[config.mk]
export PLATFORM = sky130hd
export DESIGN_NAME = dimmer_button_sequencer
export DESIGN_NICKNAME = d
export VERILOG_FILES = /design/src/rtl/dimmer_pkg.sv /design/src/rtl/button_debouncer.sv /design/src/rtl/dimmer_button_sequencer.sv
export SDC_FILE = /design/constraint.sdc
export NUM_CORES = 1
export LEC_CHECK = 0
export CAP_MARGIN = 20
export CORE_ASPECT_RATIO = 0.8
export CORE_MARGIN = 2
export CORE_UTILIZATION = 35
export DETAILED_ROUTE_END_ITERATION = 16
export GPL_TIMING_DRIVEN = 1
export PLACE_DENSITY = 0.53
export SLEW_MARGIN = 30
export SYNTH_ARGS = -nofsm -noshare
export SYNTH_HDL_FRONTEND = slang
export SYNTH_SLANG_ARGS = --single-unit
[constraint.sdc]
create_clock -name i_clk -period 2.3 [get_ports i_clk]
set_clock_uncertainty 0.05 [all_clocks]
set_input_delay 0.46 -clock i_clk [delete_from_list [all_inputs] [get_ports i_clk]]
set_output_delay 0.46 -clock i_clk [all_outputs]
set_load 0.1 [all_outputs]
[src/rtl/dimmer_pkg.sv]
// Shared definitions for the dimmer button sequencer: FSM state encoding,
// default timing constants and a small sizing helper.
package dimmer_pkg;

  typedef enum logic [2:0] {
    IDLE       = 3'd0,
    WAIT_COMBO = 3'd1,
    HELD_UP    = 3'd2,
    HELD_DOWN  = 3'd3,
    HELD_BOTH  = 3'd4
  } dimmer_state_t;

  localparam int unsigned DEF_DEBOUNCE_CYCLES = 1000;
  localparam int unsigned DEF_COMBO_WINDOW    = 250;
  localparam int unsigned DEF_REPEAT_DELAY    = 5000;
  localparam int unsigned DEF_REPEAT_RATE     = 1000;

  // Largest of four values, used to size the shared timing counters.
  function automatic int unsigned max4(input int unsigned a, input int unsigned b,
                                       input int unsigned c, input int unsigned d);
    int unsigned m;
    m = a;
    if (b > m) m = b;
    if (c > m) m = c;
    if (d > m) m = d;
    return m;
  endfunction

endpackage

[src/rtl/button_debouncer.sv]
// Two-flop synchronizer followed by a counting debouncer. The output level
// only follows the synchronized input after it has disagreed with the
// current level for DEBOUNCE_CYCLES consecutive cycles.
module button_debouncer
  import dimmer_pkg::*;
#(
  parameter int unsigned DEBOUNCE_CYCLES = DEF_DEBOUNCE_CYCLES
) (
  input  logic i_clk,
  input  logic i_rst_n,
  input  logic i_btn,
  output logic o_level
);

  localparam int unsigned    CNT_W    = $clog2(DEBOUNCE_CYCLES + 1);
  localparam logic [CNT_W-1:0] CNT_LAST = CNT_W'(DEBOUNCE_CYCLES - 1);

  logic             sync_q1;
  logic             sync_q2;
  logic [CNT_W-1:0] stable_cnt;

  // Bring the raw asynchronous button into the clock domain.
  always_ff @(posedge i_clk or negedge i_rst_n) begin
    if (!i_rst_n) begin
      sync_q1 <= 1'b0;
      sync_q2 <= 1'b0;
    end else begin
      sync_q1 <= i_btn;
      sync_q2 <= sync_q1;
    end
  end

  // Count consecutive disagreeing cycles; any agreement restarts the count.
  always_ff @(posedge i_clk or negedge i_rst_n) begin
    if (!i_rst_n) begin
      stable_cnt <= '0;
      o_level    <= 1'b0;
    end else if (sync_q2 != o_level) begin
      if (stable_cnt == CNT_LAST) begin
        o_level    <= sync_q2;
        stable_cnt <= '0;
      end else begin
        stable_cnt <= stable_cnt + 1'b1;
      end
    end else begin
      stable_cnt <= '0;
    end
  end

endmodule

[src/rtl/dimmer_button_sequencer.sv]
// Turns two raw dimmer buttons into one-cycle up/down/OFF command pulses,
// with a combo window for "both pressed" and auto-repeat while held.
module dimmer_button_sequencer
  import dimmer_pkg::*;
#(
  parameter int unsigned DEBOUNCE_CYCLES = DEF_DEBOUNCE_CYCLES,
  parameter int unsigned COMBO_WINDOW    = DEF_COMBO_WINDOW,
  parameter int unsigned REPEAT_DELAY    = DEF_REPEAT_DELAY,
  parameter int unsigned REPEAT_RATE     = DEF_REPEAT_RATE
) (
  input  logic i_clk,
  input  logic i_rst_n,
  input  logic i_btn_up,
  input  logic i_btn_down,
  output logic o_up,
  output logic o_down,
  output logic o_held
);

  localparam int unsigned CNT_W =
    $clog2(max4(DEBOUNCE_CYCLES, COMBO_WINDOW, REPEAT_DELAY, REPEAT_RATE) + 1);
  localparam logic [CNT_W-1:0] WIN_LAST  = CNT_W'(COMBO_WINDOW - 1);
  localparam logic [CNT_W-1:0] DLY_LAST  = CNT_W'(REPEAT_DELAY - 1);
  localparam logic [CNT_W-1:0] RATE_LAST = CNT_W'(REPEAT_RATE - 1);

  dimmer_state_t    state;
  logic             dir_up;
  logic             first_rep;
  logic [CNT_W-1:0] win_cnt;
  logic [CNT_W-1:0] rep_cnt;

  logic lvl_up, lvl_dn;
  logic lvl_up_q, lvl_dn_q;
  logic press_up, press_dn, rel_up, rel_dn;
  logic press_other, rel_own;

  button_debouncer #(.DEBOUNCE_CYCLES(DEBOUNCE_CYCLES)) u_deb_up (
    .i_clk   (i_clk),
    .i_rst_n (i_rst_n),
    .i_btn   (i_btn_up),
    .o_level (lvl_up)
  );

  button_debouncer #(.DEBOUNCE_CYCLES(DEBOUNCE_CYCLES)) u_deb_down (
    .i_clk   (i_clk),
    .i_rst_n (i_rst_n),
    .i_btn   (i_btn_down),
    .o_level (lvl_dn)
  );

  // Delayed copies of the debounced levels for edge detection.
  always_ff @(posedge i_clk or negedge i_rst_n) begin
    if (!i_rst_n) begin
      lvl_up_q <= 1'b0;
      lvl_dn_q <= 1'b0;
    end else begin
      lvl_up_q <= lvl_up;
      lvl_dn_q <= lvl_dn;
    end
  end

  // Press/release events and their meaning relative to the recorded button.
  always_comb begin
    press_up    = lvl_up & ~lvl_up_q;
    press_dn    = lvl_dn & ~lvl_dn_q;
    rel_up      = ~lvl_up & lvl_up_q;
    rel_dn      = ~lvl_dn & lvl_dn_q;
    press_other = dir_up ? press_dn : press_up;
    rel_own     = dir_up ? rel_up : rel_dn;
  end

  // Sequencer FSM with registered command outputs; at most one command per cycle.
  always_ff @(posedge i_clk or negedge i_rst_n) begin
    if (!i_rst_n) begin
      state     <= IDLE;
      dir_up    <= 1'b0;
      first_rep <= 1'b0;
      win_cnt   <= '0;
      rep_cnt   <= '0;
      o_up      <= 1'b0;
      o_down    <= 1'b0;
      o_held    <= 1'b0;
    end else begin
      o_up   <= 1'b0;
      o_down <= 1'b0;
      case (state)
        IDLE: begin
          o_held <= 1'b0;
          if (press_up && press_dn) begin
            o_up   <= 1'b1;
            o_down <= 1'b1;
            state  <= HELD_BOTH;
          end else if (press_up || press_dn) begin
            dir_up  <= press_up;
            win_cnt <= '0;
            state   <= WAIT_COMBO;
          end
        end

        // Other-press beats release, which beats window expiry.
        WAIT_COMBO: begin
          if (press_other) begin
            o_up   <= 1'b1;
            o_down <= 1'b1;
            state  <= HELD_BOTH;
          end else if (rel_own) begin
            o_up   <= dir_up;
            o_down <= ~dir_up;
            state  <= IDLE;
          end else if (win_cnt == WIN_LAST) begin
            o_up      <= dir_up;
            o_down    <= ~dir_up;
            o_held    <= 1'b1;
            rep_cnt   <= '0;
            first_rep <= 1'b1;
            state     <= dir_up ? HELD_UP : HELD_DOWN;
          end else begin
            win_cnt <= win_cnt + 1'b1;
          end
        end

        // One counter serves both the initial delay and the repeat period,
        // selected by first_rep; it restarts on every repeat pulse.
        HELD_UP, HELD_DOWN: begin
          if (press_other) begin
            o_up   <= 1'b1;
            o_down <= 1'b1;
            o_held <= 1'b0;
            state  <= HELD_BOTH;
          end else if (rel_own) begin
            o_held <= 1'b0;
            state  <= IDLE;
          end else if (rep_cnt == (first_rep ? DLY_LAST : RATE_LAST)) begin
            o_up      <= dir_up;
            o_down    <= ~dir_up;
            rep_cnt   <= '0;
            first_rep <= 1'b0;
          end else begin
            rep_cnt <= rep_cnt + 1'b1;
          end
        end

        HELD_BOTH: begin
          o_held <= 1'b0;
          if (!lvl_up && !lvl_dn) state <= IDLE;
        end

        default: begin
          o_held <= 1'b0;
          state  <= IDLE;
        end
      endcase
    end
  end

endmodule
Word-level counts from Yosys, hierarchy flattened:

Index checks and enable logic that the tools add are counted.

* bits of input ports: 4
* bits in registers: 62
* logic and storage cells: 127
* output and inout bits: 3

* add/subtract/negate cells: 4
* multiplexer cells: 55
* equal/unequal tests: 23
* bitwise logic cells: 10
* reductions and logical operators: 17

Operators with widths (number)
* two-way mux 13 bit: 12
* one-hot mux 13 bit (2 select lines): 2
* two-way mux 10 bit: 4
* adder 13 x 1 -> 13 bit (second input constant): 2
* two-way mux 1 bit: 24
* two-way mux 3 bit: 8
* adder 10 x 1 -> 10 bit (second input constant): 2
* == test 10 bit (second input constant): 2
* inequality test 2 bit (second input constant): 10
* == test 13 bit: 1
* == test 13 x 8 -> 1 bit (second input constant): 1
* one-hot mux 3 bit (4 select lines): 1
* AND reduction 6 bit: 2
* AND reduction 4 bit: 2
* AND reduction 7 bit: 1
* == test 3 x 2 -> 1 bit (second input constant): 2
* inequality test 3 bit (second input constant): 2
* NOT 1 bit: 6
* one-hot mux 1 bit (3 select lines): 2
* bitwise AND 1 bit: 4
* inequality test 4 bit (second input constant): 1
* one-hot mux 1 bit (2 select lines): 2
* AND reduction 2 bit: 2
* nonzero test 2 bit: 2
* 9 further kinds: 12

Longest topological paths before layout:

* depth after elaboration: 6
* gate-level depth with buffers: 9
* mapped depth without buffers: 9

Cells and area by module:

A second synthesis with hierarchy kept.

* cells, all modules: 340
* area total of the unflattened synthesis: 3390.8 um^2

By module, submodules not included
* dimmer_button_sequencer: area each 2177.1 um^2, times used 1, seq. area each 900.9 um^2, cells each 230
* button_debouncer: area each 606.8 um^2, times used 2, seq. area each 325.3 um^2, cells each 55

Least setup slack after synthesis:

Ideal clock, no wire load.

* path kind: register to register
* from: register u_deb_up.o_level
* to: register win_cnt[6]
* path buffers: 0
* setup time: 120 ps
* period minus slack after synthesis: 1989 ps
* slack: 311 ps
* arrival time: 1819 ps
* stages on the path, launching flop included: 10
* data required time: 2130 ps
* cell sequence: dfrtp_1 -> nor2b_4 -> inv_1 -> ha_1 -> nor2_1 -> o21a_1 -> nand4_1 -> a21oi_4 -> a31oi_1 -> a41o_1

* elaborated cells on any way between the ends: 12
* those cells by class: eq/ne: 4; mux: 2; bitwise: 3; reduce/logical: 3

RTL lines
* start: declaration: RTL line button_debouncer.sv:12 `output logic o_level`
* start signal: assignment: RTL line button_debouncer.sv:40 `o_level <= sync_q2;`
* bitwise AND 1 bit (*): RTL line dimmer_button_sequencer.sv:64 `press_up = lvl_up & ~lvl_up_q;`
* net press_up: RTL line dimmer_button_sequencer.sv:34 `logic press_up, press_dn, rel_up, rel_dn;`
* two-way mux 1 bit, or another cell as far along: RTL line dimmer_button_sequencer.sv:68 `press_other = dir_up ? press_dn : press_up;`
* inequality test 2 bit (no source line)
* AND reduction 6 bit (no source line) (*)
* end signal: assignment: RTL line dimmer_button_sequencer.sv:118 `win_cnt <= win_cnt + 1'b1;`
* end: declaration: RTL line dimmer_button_sequencer.sv:29 `logic [CNT_W-1:0] win_cnt;`

The timed path passes the listed nets; every way through them passes the cells marked *.
A chain may end at the register's enable or synchronous reset.

Final worst setup path:

* from: register lvl_up_q
* to: register win_cnt[8]

* longest elaborated chain between the ends: 5
* elaborated cells on any way between the ends: 12
* those cells by class: eq/ne: 4; mux: 2; bitwise: 3; reduce/logical: 3

RTL lines
* start: declaration: RTL line dimmer_button_sequencer.sv:33 `logic lvl_up_q, lvl_dn_q;`
* start signal: assignment: RTL line dimmer_button_sequencer.sv:57 `lvl_up_q <= lvl_up;`
* NOT 1 bit (*): RTL line dimmer_button_sequencer.sv:64
* bitwise AND 1 bit (*): RTL line dimmer_button_sequencer.sv:64
* net press_up: RTL line dimmer_button_sequencer.sv:34
* two-way mux 1 bit, or another cell as far along: RTL line dimmer_button_sequencer.sv:68
* inequality test 2 bit (no source line)
* AND reduction 6 bit (no source line) (*)

Marks and branches as above.

==> results.md <==
Floorplan:
- The die covers 9920 µm².
- The site row count is 31.
- The floorplan step defined a core boundary enclosing 8960 µm².
- 7 I/O pins were placed.
- For this configuration, the core starts out at a cell density of 35.7%.
- The height of the die is 89.5 µm.
- The horizontal extent of the die is 111 µm.

GRT:
- The met2 usage in global routing is 20.4%.
- The total grt overflow is 0.
- The most used routing layer in global routing is met2.
- The initial antenna violation count came to 0.
- The via count of the first global-routing pass is 2202.
- The global-route usage over all layers is 13.9%.
- The first global-routing pass estimated 10.7 mm of wire.
- The met3 capacity usage during global routing is 4.47%.
- Entering global routing, the biggest net connects 63 pins.
- The global routing met1 resource utilization is 19.1%.

Timing:
- The smallest clock period supported by the final layout is computed as 2110 ps.
- The count of endpoints failing hold in the final timing report is 0.
- The share of the clock period used by the worst path is 91.8%.
- The achievable clock frequency is 473 MHz.
- The setup total negative slack is 0 ps.
- The final number of setup-violating endpoints is 0.
- For the pin with the worst max-slew slack, the measured transition is 379 ps.
- The relative slew slack is 74.5%.
- Setup repair after global routing left no endpoint under its margin.
- The final number of max-transition violations is 0.

Drt:
- Across all layers, the routed design uses 2346 vias.
- For this run, the detailed router's first-pass iteration total came to 4.
- The DRC marker count from the first detailed-route iteration is 81.
- The number of vias per cell is 5.06.
- The remaining routing DRC violations is 0.
- The routed wire length per instance is 13.3 µm.
- Wires add up to 6.17 mm.
- In this run the remaining antenna-violating nets after routing total 0.

Clock tree:
- The CTS sink count is 62.
- The H-tree depth reported by CTS is 3.
- TritonCTS built the clock tree.
- The worst-case clock buffer depth is 2.
- The clock tree root buffer cell is sky130_fd_sc_hd__clkbuf_16.
- For the worst-skew pair, the clock arrives at the later sink with an insertion delay of 320 ps.
- TritonCTS created 9 clock buffers.
- Clock-pin slew was measured on the worst setup and hold paths at 50 ps.

Synth:
- The mapped netlist covers 3200 µm².
- Of all flip-flops after synthesis, the portion carrying an async set or reset was 100%.
- The commonest cells after synthesis are 62 x sky130_fd_sc_hd__dfrtp_1, 44 x sky130_fd_sc_hd__nor2_1, 34 x sky130_fd_sc_hd__nand2_1.
- The number of synthesized register bits is 62.
- The cell count after synthesis came out at 325.
- Summed over all instances, the cell type with the most area after synthesis is sky130_fd_sc_hd__dfrtp_1.
- The synthesized area per cell is 9.83 µm².
- The share of the yosys chip area belonging to registers is 48.6%.
- The fraction of synthesized cell area taken by the top area cell type is 48.6%.
- In this run, distinct cell masters in the synthesized netlist total 52.
- Yosys attributes the largest share of cell area to sky130_fd_sc_hd__dfrtp_1 49%, sky130_fd_sc_hd__nor2_1 5.2%, sky130_fd_sc_hd__nand2_1 4.0%.
- The number of enable-type register cells in the synthesized netlist is 0.
- For this run, the number of Yosys warnings is 0.
- The most common flop cell mapped by yosys is sky130_fd_sc_hd__dfrtp_1.
- sky130_fd_sc_hd__dfrtp_1 is the most common cell in the netlist.
- The post-synthesis net count is 336.

Finish:
- The number of nets at the end of the flow is 357.
- The final instance area is 3720 µm².
- The area used by multi-input combinational logic is 1570 µm².
- The number of filler instances in the final layout is 880.
- 0 antenna diodes ended up in the layout.
- Registers take 1550 µm².
- The post-route netlist has 13.5% of its cells at a drive strength greater than 1.
- The layout overhead on the synthesized area is 16.3%.
- Cells fill 41.5% of the core in the end.

Place:
- The final weighted congestion in routability-driven placement is 0.785.
- The detailed-placement wirelength estimate is 4.24 mm.
- Port buffering added 6 buffers.
- Summing all placed instances gives a cell area of 3420 µm².

Worst setup path:
- The signal on the critical path passes through nor2b_4, inv_1, ha_1, nor2_1, o21a_2, nand4_1, a21oi_4, a21oi_1, a31o_2.
- The data arrival time of the worst path is 2280 ps.
- The largest fanout on the critical path is 8.
- The type of the setup path with the least slack is reg2reg.
- The required time of the critical path is 2460 ps.
- STA classifies the critical path startpoint as a register.
- The gate family responsible for the most delay along the worst path is compound AO/OA/AOI/OAI gates.
- Counting both buffers and inverters, the worst setup path holds a total of 1.
- The category of the worst setup path capture point is a register.
- The cell with the biggest individual delay on the critical path is sky130_fd_sc_hd__dfrtp_1.
- The delay of the slowest critical-path stage is 400 ps.

Run status:
- The run finished with clean final reports.

Worst hold path:
- The path type of the worst min-delay path is in2async.

Job:
- The number of max-capacitance violations reported is 0.

Power and ir drop:
- The leakage power summed over all cells is 1.65 nW.
- Dividing total power by cell area gives a power density of 669 nW/µm².
- The total power is 2.49 mW.
- The worst-case vdd ir drop is 0.405 mV.
## power breakdown
group / switching (mW) / internal [mW]
Combinational: 0.0335 / 0.0166
Clock: 0.439 / 0.885
Sequential: 0.00785 / 1.10
Total: 0.480 / 2.01
## per-stage QoR
stage	instances	worst slack, ps	hold WS (ps)
after floorplan	325	311	114
after global placement	449	158	284
after detailed placement	449	162	288
after CTS	463	142	107
after global routing	464	16.5	128
final	464	188	89.6
## registers in the layout, summed over array words and instances (netlist names)
register / count
lvl_dn_q: 1
u_deb_down.stable_cnt: 10
o_down: 1
state: 3
o_up: 1
u_deb_up.sync_q2: 1
win_cnt: 13
u_deb_down.sync_q2: 1
first_rep: 1
rep_cnt: 13
u_deb_up.sync_q1: 1
u_deb_down.o_level: 1
lvl_up_q: 1
dir_up: 1
u_deb_up.stable_cnt: 10
u_deb_down.sync_q1: 1
u_deb_up.o_level: 1
o_held: 1
## worst register-to-register path, cell delays in order (launching register included)
cell and delay [ps]:
sky130_fd_sc_hd__dfrtp_1 400, sky130_fd_sc_hd__nor2b_4 150, sky130_fd_sc_hd__inv_1 60, sky130_fd_sc_hd__ha_1 210, sky130_fd_sc_hd__nor2_1 180, sky130_fd_sc_hd__o21a_2 200, sky130_fd_sc_hd__nand4_1 150, sky130_fd_sc_hd__a21oi_4 280
sky130_fd_sc_hd__a21oi_1 110, sky130_fd_sc_hd__a31o_2 220
## logic make-up (layout without fill, tap and decap cells)
family,Yosys count,count (layout),synth area share (%)
XOR/XNOR,26,26,7.13
multiplexers,5,5,1.72
adder cells (fa/ha/maj),7,7,2.74
buffers and inverters,15,39,2.35
flip-flops,62,62,48.6
AO/OA/AOI/OAI,57,57,12.1
AND/OR/NAND/NOR,153,153,25.4
## area by class of cell
class                           instances  share of cell area [%]
Inverter                               11                    1.11
Tap cell                              115                    3.87
Multi-Input combinational cell        248                    42.2
Clock buffer                           13                    7.00
Clock inverter                          1                   0.808
Sequential cell                        62                    41.7
Timing Repair Buffer                   14                    3.23
## routing by layer
| layer | part of all wire (%) | vias to the layer above |
|---|---|---|
| met1 | 54 | 1125 |
| met2 | 41 | 32 |
| met5 | 0 | - |
| met4 | 1.6 | 0 |
| li1 | - | 1179 |
| met3 | 3.6 | 10 |
## cell usage in the layout (no fill, tap or decap), drive strengths merged, types with 2 or more instances in the layout
cell type	count
o31ai	3
nand3	14
nand4	11
o21ai	24
clkbuf	13
nor3b	2
buf	12
inv	10
xor2	12
clkdlybuf4s50	2
nor2b	3
nor3	6
ha	7
a21oi	15
nor4b	2
and3	11
nor2	44
and2	4
or3	5
or2	4
a31oi	3
or4	4
mux2	4
xnor2	14
a31o	2
dfrtp	62
nand2	34
o41ai	2
nand2b	5
nor4	2
## final timing paths
| check | from | endpoint | slack (ps) | depth (start not counted) |
|---|---|---|---|---|
| setup / recovery | lvl_up_q$_DFF_PN0_ | win_cnt[8]$_DFFE_PN0P_ | 190 | 9 |
| max in group asynchronous | i_rst_n | rep_cnt[5]$_DFFE_PN0P_ | 1830 | 2 |
| hold reg to reg | u_deb_up.sync_q1$_DFF_PN0_ | u_deb_up.sync_q2$_DFF_PN0_ | 290 | 0 |
| min in group i_clk | u_deb_up.sync_q1$_DFF_PN0_ | u_deb_up.sync_q2$_DFF_PN0_ | 290 | 0 |
| hold / removal | i_rst_n | u_deb_down.stable_cnt[6]$_DFF_PN0_ | 90 | 2 |
| setup reg to reg | lvl_up_q$_DFF_PN0_ | win_cnt[8]$_DFFE_PN0P_ | 190 | 9 |
## what timing repair did
item,in CTS,in global routing
endpoints found under the setup margin,0,8
hold buffers,0,0
buffers inserted,0,1
gates resized for setup,0,1
Power figures use the tool's default switching activity.
